File: src/rtl/life_pkg.sv
// Shared definitions for the 16x16 life array and its host-side driver.
package life_pkg;

  localparam int ROWS  = 16;
  localparam int WIDTH = 16;
  localparam int SEL_W = 4;
  localparam int PER_W = 16;

  localparam logic [SEL_W-1:0] LAST_ROW = SEL_W'(ROWS - 1);

  typedef enum logic [2:0] {
    S_IDLE,
    S_LOAD,
    S_STEP,
    S_SETTLE,
    S_FETCH,
    S_DUMP
  } drv_state_t;

  typedef struct packed {
    logic [WIDTH-1:0] data;
    logic [SEL_W-1:0] row;
    logic             last;
  } row_beat_t;

endpackage

File: src/rtl/life_gen_timer.sv
// Generation period timer: counts IDLE cycles while run is high and fires
// once the count reaches max(period,1)-1. Any exit from counting clears it.
module life_gen_timer
  import life_pkg::*;
(
  input  logic             clk,
  input  logic             reset,
  input  logic             i_en,
  input  logic             i_run,
  input  logic             i_clr,
  input  logic [PER_W-1:0] i_period,
  output logic             o_fire
);

  logic [PER_W-1:0] r_cnt;
  logic [PER_W-1:0] w_limit;

  assign w_limit = (i_period == '0) ? '0 : i_period - 1'b1;
  assign o_fire  = i_en && i_run && (r_cnt == w_limit);

  // Period counter; held at zero whenever not counting or when firing.
  always_ff @(posedge clk or negedge reset) begin
    if (!reset) begin
      r_cnt <= '0;
    end else if (!i_en || !i_run || i_clr || o_fire) begin
      r_cnt <= '0;
    end else begin
      r_cnt <= r_cnt + 1'b1;
    end
  end

endmodule

File: src/rtl/life_array_driver.sv
// Host-side initiator for the 16x16 life array: pattern load, generation
// stepping (periodic or single), and a full-array dump after each generation.
// Optional macro LIFE_DRIVER_DELTA_EN adds dump_delta and gen_stable.
//
// state  | meaning
// IDLE   | waiting for a load, a single request or the run timer
// LOAD   | accepting row beats, writing them into the array
// STEP   | one-cycle generation advance pulse
// SETTLE | array state update cycle, row counter reset
// FETCH  | register the selected row for the dump beat
// DUMP   | present the dump beat until accepted
module life_array_driver
  import life_pkg::*;
(
  input  logic             clk,
  input  logic             reset,
  input  logic             load_valid,
  input  logic [WIDTH-1:0] load_data,
  output logic             load_ready,
  input  logic             run,
  input  logic             single,
  input  logic [PER_W-1:0] period,
  output logic [WIDTH-1:0] arr_vali,
  output logic [SEL_W-1:0] arr_vali_sel,
  output logic             arr_write_enb,
  output logic             arr_step,
  output logic [SEL_W-1:0] arr_valo_sel,
  input  logic [WIDTH-1:0] arr_valo,
  input  logic [WIDTH-1:0] arr_valo_prev,
  output logic             dump_valid,
  input  logic             dump_ready,
  output logic [WIDTH-1:0] dump_data,
  output logic [SEL_W-1:0] dump_row,
  output logic             dump_last,
  output logic [PER_W-1:0] gen_count,
  output logic             busy
`ifdef LIFE_DRIVER_DELTA_EN
  ,
  output logic [WIDTH-1:0] dump_delta,
  output logic             gen_stable
`endif
);

  drv_state_t       r_state, w_next;
  logic [SEL_W-1:0] r_row;
  logic [WIDTH-1:0] r_vali;
  logic [SEL_W-1:0] r_vali_sel;
  logic             r_wen;
  logic [PER_W-1:0] r_gen;
  row_beat_t        r_beat;
  logic             w_fire;
  logic             w_go_step;
  logic             w_stable;

  life_gen_timer u_timer (
    .clk      (clk),
    .reset    (reset),
    .i_en     (r_state == S_IDLE),
    .i_run    (run),
    .i_clr    (load_valid),
    .i_period (period),
    .o_fire   (w_fire)
  );

  assign w_go_step = single || (w_fire && !w_stable);

  // State register.
  always_ff @(posedge clk or negedge reset) begin
    if (!reset) r_state <= S_IDLE;
    else        r_state <= w_next;
  end

  // Next-state decode and state-derived strobes.
  always_comb begin
    w_next     = r_state;
    load_ready = 1'b0;
    arr_step   = 1'b0;
    dump_valid = 1'b0;
    busy       = (r_state != S_IDLE);
    case (r_state)
      S_IDLE: begin
        if (load_valid)     w_next = S_LOAD;
        else if (w_go_step) w_next = S_STEP;
      end
      S_LOAD: begin
        load_ready = 1'b1;
        if (load_valid && (r_row == LAST_ROW)) w_next = S_FETCH;
      end
      S_STEP: begin
        arr_step = 1'b1;
        w_next   = S_SETTLE;
      end
      S_SETTLE: w_next = S_FETCH;
      S_FETCH:  w_next = S_DUMP;
      S_DUMP: begin
        dump_valid = 1'b1;
        if (dump_ready) w_next = (r_row == LAST_ROW) ? S_IDLE : S_FETCH;
      end
      default: w_next = S_IDLE;
    endcase
  end

  // Row counter, array write port, generation counter and dump beat register.
  always_ff @(posedge clk or negedge reset) begin
    if (!reset) begin
      r_row      <= '0;
      r_vali     <= '0;
      r_vali_sel <= '0;
      r_wen      <= 1'b0;
      r_gen      <= '0;
      r_beat     <= '0;
    end else begin
      r_wen <= 1'b0;
      case (r_state)
        S_IDLE: r_row <= '0;
        S_LOAD: begin
          if (load_valid) begin
            r_vali     <= load_data;
            r_vali_sel <= r_row;
            r_wen      <= 1'b1;
            if (r_row == LAST_ROW) begin
              r_row <= '0;
              r_gen <= '0;
            end else begin
              r_row <= r_row + 1'b1;
            end
          end
        end
        S_STEP:   r_gen <= r_gen + 1'b1;
        S_SETTLE: r_row <= '0;
        S_FETCH: begin
          r_beat.data <= arr_valo;
          r_beat.row  <= r_row;
          r_beat.last <= (r_row == LAST_ROW);
        end
        S_DUMP: begin
          if (dump_ready && (r_row != LAST_ROW)) r_row <= r_row + 1'b1;
        end
        default: r_row <= '0;
      endcase
    end
  end

  assign arr_vali      = r_vali;
  assign arr_vali_sel  = r_vali_sel;
  assign arr_write_enb = r_wen;
  assign arr_valo_sel  = r_row;
  assign dump_data     = r_beat.data;
  assign dump_row      = r_beat.row;
  assign dump_last     = r_beat.last;
  assign gen_count     = r_gen;

`ifdef LIFE_DRIVER_DELTA_EN
  logic [WIDTH-1:0] r_delta;
  logic             r_stable;
  logic             r_all_zero;
  logic             r_after_step;

  // Stability only means something for a dump that follows a step; after a
  // load the previous-generation rows are unrelated to the new pattern.
  always_ff @(posedge clk or negedge reset) begin
    if (!reset) begin
      r_delta      <= '0;
      r_stable     <= 1'b0;
      r_all_zero   <= 1'b0;
      r_after_step <= 1'b0;
    end else begin
      case (r_state)
        S_LOAD: begin
          r_stable     <= 1'b0;
          r_all_zero   <= 1'b1;
          r_after_step <= 1'b0;
        end
        S_STEP: begin
          r_stable     <= 1'b0;
          r_all_zero   <= 1'b1;
          r_after_step <= 1'b1;
        end
        S_FETCH: begin
          r_delta <= arr_valo ^ arr_valo_prev;
          if ((arr_valo ^ arr_valo_prev) != '0) r_all_zero <= 1'b0;
        end
        S_DUMP: begin
          if (dump_ready && (r_row == LAST_ROW)) r_stable <= r_all_zero && r_after_step;
        end
        default: ;
      endcase
    end
  end

  assign dump_delta = r_delta;
  assign gen_stable = r_stable;
  assign w_stable   = r_stable;
`else
  logic w_unused_prev;
  assign w_unused_prev = ^arr_valo_prev;
  assign w_stable      = 1'b0;
`endif

endmodule

File: config.mk
export PLATFORM = sky130hd
export DESIGN_NAME = life_array_driver
export DESIGN_NICKNAME = d
export VERILOG_FILES = /design/src/rtl/life_pkg.sv /design/src/rtl/life_gen_timer.sv /design/src/rtl/life_array_driver.sv
export SDC_FILE = /design/constraint.sdc
export NUM_CORES = 1
export LEC_CHECK = 0
export CAP_MARGIN = 30
export CORE_UTILIZATION = 50
export CTS_BUF_LIST = sky130_fd_sc_hd__clkbuf_16
export DETAILED_ROUTE_END_ITERATION = 12
export DONT_BUFFER_PORTS = 1
export PLACE_DENSITY = 0.66
export SLEW_MARGIN = 20
export SYNTH_ARGS = -nofsm -noshare
export SYNTH_HDL_FRONTEND = slang
export SYNTH_SLANG_ARGS = --single-unit
File: constraint.sdc
create_clock -name clk -period 7 [get_ports clk]
set_input_delay 0 -clock clk [delete_from_list [all_inputs] [get_ports clk]]
set_output_delay 0 -clock clk [all_outputs]
set_load 0.01 [all_outputs]
## After elaboration in Yosys (flattened, before gate mapping)

Cells that the tools add are included.

- $add $sub $neg: 4
- Equality and inequality tests: 14
- Multiplexer cells: 20
- Bitwise logic cells: 1
- Reductions and logical operators: 19

Operators with widths:

| operator | number |
|---|---|
| $mux 16 | 4 |
| $add 16x1->16 const B | 2 |
| $pmux 16 s2 | 1 |
| $pmux 3 s6 | 1 |
| $eq 16x16->1 | 1 |
| $logic_not 16->1 | 1 |
| $sub 16x1->16 const B | 1 |
| $mux 3 | 5 |
| $mux 4 | 3 |
| $pmux 4 s3 | 1 |
| $ne 2x2->1 const B | 5 |
| $reduce_and 3->1 | 3 |
| $eq 3x2->1 const B | 2 |
| $eq 3x3->1 const B | 2 |
| $mux 1 | 5 |
| $add 4x1->4 const B | 1 |
| $eq 4x4->1 const B | 1 |
| $logic_and 1x1->1 | 4 |
| $logic_or 1x1->1 | 4 |
| $ne 4x4->1 const B | 1 |
| $eq 3x1->1 const B | 1 |
| $logic_not 3->1 | 1 |
| $ne 3x3->1 const B | 1 |
| $reduce_bool 3->1 | 1 |
| other kinds (5) | 6 |

- Bits in registers: 81
- Input bits: 70
- Output and inout bits: 66
- Word-level logic and storage cells: 68

## Logic depth before layout (Yosys ltp)

- Word-level depth: 8
- Gate-level depth with buffers: 11
- Gate-level depth less buffers: 9

## Modules after synthesis

Synthesis repeated with hierarchy kept, for this count alone.

- Cells, all modules: 433
- Area total of the unflattened synthesis: 4461.8 um2

By module, submodules not included:

| module | times used | cells each | area each (um2) | sequential area each (um2) |
|---|---|---|---|---|
| life_array_driver | 1 | 228 | 2788.9 | 1626.6 |
| life_gen_timer | 1 | 205 | 1672.9 | 400.4 |

## Least setup slack after synthesis

No wires, ideal clock.

- Path kind: register to register
- Start: register r_state[0]
- End: register u_timer.r_cnt[10]
- Setup time: 122 ps
- Arrival time: 2472 ps
- Data required time: 6878 ps
- Setup slack: 4406 ps
- Cell stages (with the launch flop): 9
- Path buffers: 1
- Clock period less this slack: 2594 ps
- Path through: dfrtp_1 or4b_1 a221o_1 a21oi_1 nand2_1 a2111o_1 nor4_4 buf_6 a21oi_1

- Cells in the longest elaborated chain, start to end: 6
- Elaborated cells between the ends (all ways): 8
- Those cells by class: mux: 1; reduce/logical: 7

RTL lines:

| item | line | source |
|---|---|---|
| start, declared | life_array_driver.sv:44 | `drv_state_t r_state, w_next;` |
| start signal, assigned | life_array_driver.sv:70 | `else r_state <= w_next;` |
| $logic_not 3->1 (*) | life_array_driver.sv:58 | `.i_en (r_state == S_IDLE),` |
| $logic_not 1->1 | life_gen_timer.sv:25 | `end else if (!i_en \|\| !i_run \|\| i_clr \|\| o_fire) begin` |
| $logic_or 1x1->1 (2 in a row) | life_gen_timer.sv:25 |  |
| $logic_or 1x1->1 (*) | life_gen_timer.sv:25 |  |
| $mux 16 (*) | life_gen_timer.sv:25 |  |
| end signal, assigned | life_gen_timer.sv:28 | `r_cnt <= r_cnt + 1'b1;` |
| end, declared | life_gen_timer.sv:15 | `logic [PER_W-1:0] r_cnt;` |

Every way passes the cells marked *; elsewhere a longest branch is shown, timed or not.
A chain may end at the register's enable or synchronous reset.

## Worst setup path after layout

- Start: register r_state[0]
- End: register u_timer.r_cnt[1]

Same word-level chain as after synthesis.

==> metrics <==
status finished, final reports clean; die area 9520 µm²; total wire length 10.3 mm; number of vias per cell 5.95; path depth of the worst reg2reg path 7; area inside the core boundary 8760 µm²; Worst Hold Path Cells 3; class of the most critical setup path flop to flop; CP required 7160 ps; largest net degree at the start of global routing 82; routed wire length per instance 17.4 µm; length of routed met2 wiring 5.06 mm; Placement Rows 34; Worst Max-Slew Pin Slew 917 ps; nets@finish 553; Hold Violations, Final 0; area added between synthesis and finish 15.9%; iteration-0 DRC count of the detailed router 182; sequential element share of the synthesized area 44.4%; Power Internal 861 µW; logic gate share of total power 10.7%; number of enable flip-flop cells after synthesis 0; maximum clock rate 304 MHz; ranking of synthesized cells by area dfrtp_1 (44%), mux2_2 (11%), xnor2_1 (3.8%); Clock Skew 7.39 ps; share of the synthesized area in compound gates (AO/OA/AOI/OAI) 12.4%; remaining number of nets flagged by the antenna check after routing 0; clock network power share 40.6%; worst slack after detailed placement 3710 ps; met3 wirelength from detailed routing 704 µm; gate count of the mapped netlist 451; setup TNS 0 ps; router iterations before antenna repair 4; HPWL after DPL 6.74 mm; clk sinks 81; # DRC 0; global-route wire length before repair 17.3 mm; setup repair after global routing missed its margin no; switching power of the nets 312 µW; relative max-transition margin 38.4%; number of buffers added on ports 0; detailed-routing wirelength on met1 4.39 mm; number of flip-flops and latches in the synthesized netlist 81; number of warnings reported in the yosys synthesis log 0; P_leak 0.00235 µW; fraction of power spent switching nets 26.6%; critical path data arrival time 3450 ps; number of global-route vias before repair 3550; floorplan die width 97.6 µm; Total Routing Usage GR 22.2%; portion of total power attributed to sequential cells 48.6%; post-route setup slack 3710 ps; top-count cell post-synth dfrtp_1; number of antenna violations at the first check in global routing 0; Top Ports 136; TritonCTS clock tree yes; layout cell share with drive strength beyond 1 17.8%; Clk pin slew, worst setup/hold paths 60 ps; hold crit path type primary input to flop; reported max-cap violation count 0; Synth Area in Simple Gates 20.5%; # fillers 747; kind of end point of the critical path flop; top layer used by detailed routing met4; total standard cell area after synthesis 4570 µm²; total global routing overflow 0; mux contribution to synthesized area 11.5%; Synth Area per Inst 10.1 µm²; vias post-DR 3521; die height 97.6 µm; Starting Density 52.1%; total nets after synthesis 525; final number of setup-violating endpoints 0; pins over their slew limit 0; final hold slack 26.4 ps; H-tree depth 3; power density of the placed cells 222 nW/µm²; number of different library cells in the post-synthesis netlist 70; worst-path fanout max 16; routability congestion estimate from global placement 0.896; combinational family with the most area after synthesis simple AND/OR/NAND/NOR gates; worst-case clock buffer depth 2; root cell of the clock tree clkbuf_16; Period Utilization, post-route 47.0%; Peak VDD IR 187 µV; commonest cells in the netlist dfrtp_1 (81), mux2_2 (45), nand2_1 (40); post-synthesis async set-or-reset flop share 100%; adder-cell area share of the yosys netlist 1.10%; top-area cell type share of the netlist area 44.4%; predominant post-synthesis flop cell dfrtp_1; cell type with the highest aggregate area in the netlist dfrtp_1; insertion delay of the later-clocked pin in the worst-skew pair 330 ps; kind of start point of the critical path flop; Ant. Diodes 0; post-synthesis share of cell area spent on xor and xnor gates 6.33%; number of CTS-inserted buffers 9; post-layout minimum cycle time 3290 ps
==> cell usage in the layout (no fill, tap or decap), types with 3 or more instances in the layout <==
cell	count
nand3_1	19
o22ai_1	3
nor4_1	4
nand4_1	5
a211o_1	3
mux2_2	45
ha_1	4
o41ai_1	3
nand2b_1	3
nand2_1	40
dlygate4sd3_1	36
nor2b_1	6
o21ai_0	20
a21oi_1	22
and2_1	6
xnor2_1	20
or3_1	8
xor2_1	13
or3_2	3
dfrtp_1	81
nor3_1	11
nor2_1	32
inv_1	12
clkbuf_16	9
and3_1	10
or4_1	3
==> path summary, 6_finish.rpt <==
kind / startpoint / end / slack, ps
worst max-delay path: r_state[0] / u_timer.r_cnt[1] / 3710
worst min-delay path: load_valid / u_timer.r_cnt[7] / 30
worst max register to register: r_state[0] / u_timer.r_cnt[1] / 3710
worst min register to register: arr_vali[1] / arr_vali[1] / 580
max in group asynchronous: reset / arr_vali[9] / 6420
min in group asynchronous: reset / u_timer.r_cnt[10] / 200
==> area by class of cell <==
cell class | instances | area [µm²] | share of cell area (%)
inverters | 12 | 45.0 | 0.851
well taps | 108 | 135 | 2.55
multi-input cells | 335 | 2370 | 44.8
flip-flops and latches | 81 | 2030 | 38.3
repair buffers | 40 | 412 | 7.77
clock buffers | 9 | 225 | 4.25
clock inverters | 7 | 76.3 | 1.44
==> critical path, cell delays in order (launching register included) <==
cell and delay, ps:
dfrtp_1 520, or4b_1 690, a221o_1 330, a21oi_1 130
nand2_1 70, a2111o_1 380, nor4_4 810, a2111oi_1 190
==> power groups by stage <==
stage                     clock (µW)  sequential, µW  combinational, µW
after floorplan                    0             565               89.9
after global placement             0             577               93.6
after detailed placement           0             579               98.0
after CTS                        487             571                126
after global routing             510             577                140
final                            477             571                126
==> sequential cells by signal, indices dropped and copies added (netlist names) <==
signal	flops
u_timer.r_cnt	16
r_state	3
dump_data	16
arr_valo_sel	4
arr_write_enb	1
arr_vali_sel	4
arr_vali	16
dump_row	4
dump_last	1
gen_count	16
==> metal layers <==
metal / vias to the layer above / global-route usage, %
met3: 12 / 6.62
met5: - / 0
met4: 0 / 4.98
met1: 1699 / 28.2
met2: 126 / 37.4
li1: 1684 / -
==> per-stage QoR <==
| step | utilization (%) | std cells | power (µW) | instance area, µm² |
|---|---|---|---|---|
| finish | 60.4 | 592 | 1170 | 5300 |
| detailed placement | 52.4 | 537 | 677 | 4590 |
| global placement | 52.4 | 537 | 671 | 4590 |
| floorplan | - | 451 | 655 | 4570 |
| global route | 60.4 | 592 | 1230 | 5300 |
| CTS | 60.2 | 590 | 1180 | 5280 |
==> what timing repair did <==
item,in CTS,in global routing
hold buffers,37,0
resized for setup,0,0
setup buffers,0,0
endpoints found under the hold margin,119,0
==> logic make-up after synthesis <==
| family | Yosys count |
|---|---|
| and+or+nand+nor | 170 |
| adders and majority gates | 4 |
| xor gates and xnor gates | 33 |
| AOI/OAI and AO/OA | 81 |
| DFF | 81 |
| muxes | 47 |
| buffers and inverters | 35 |
Power figures use the tool's default switching activity.
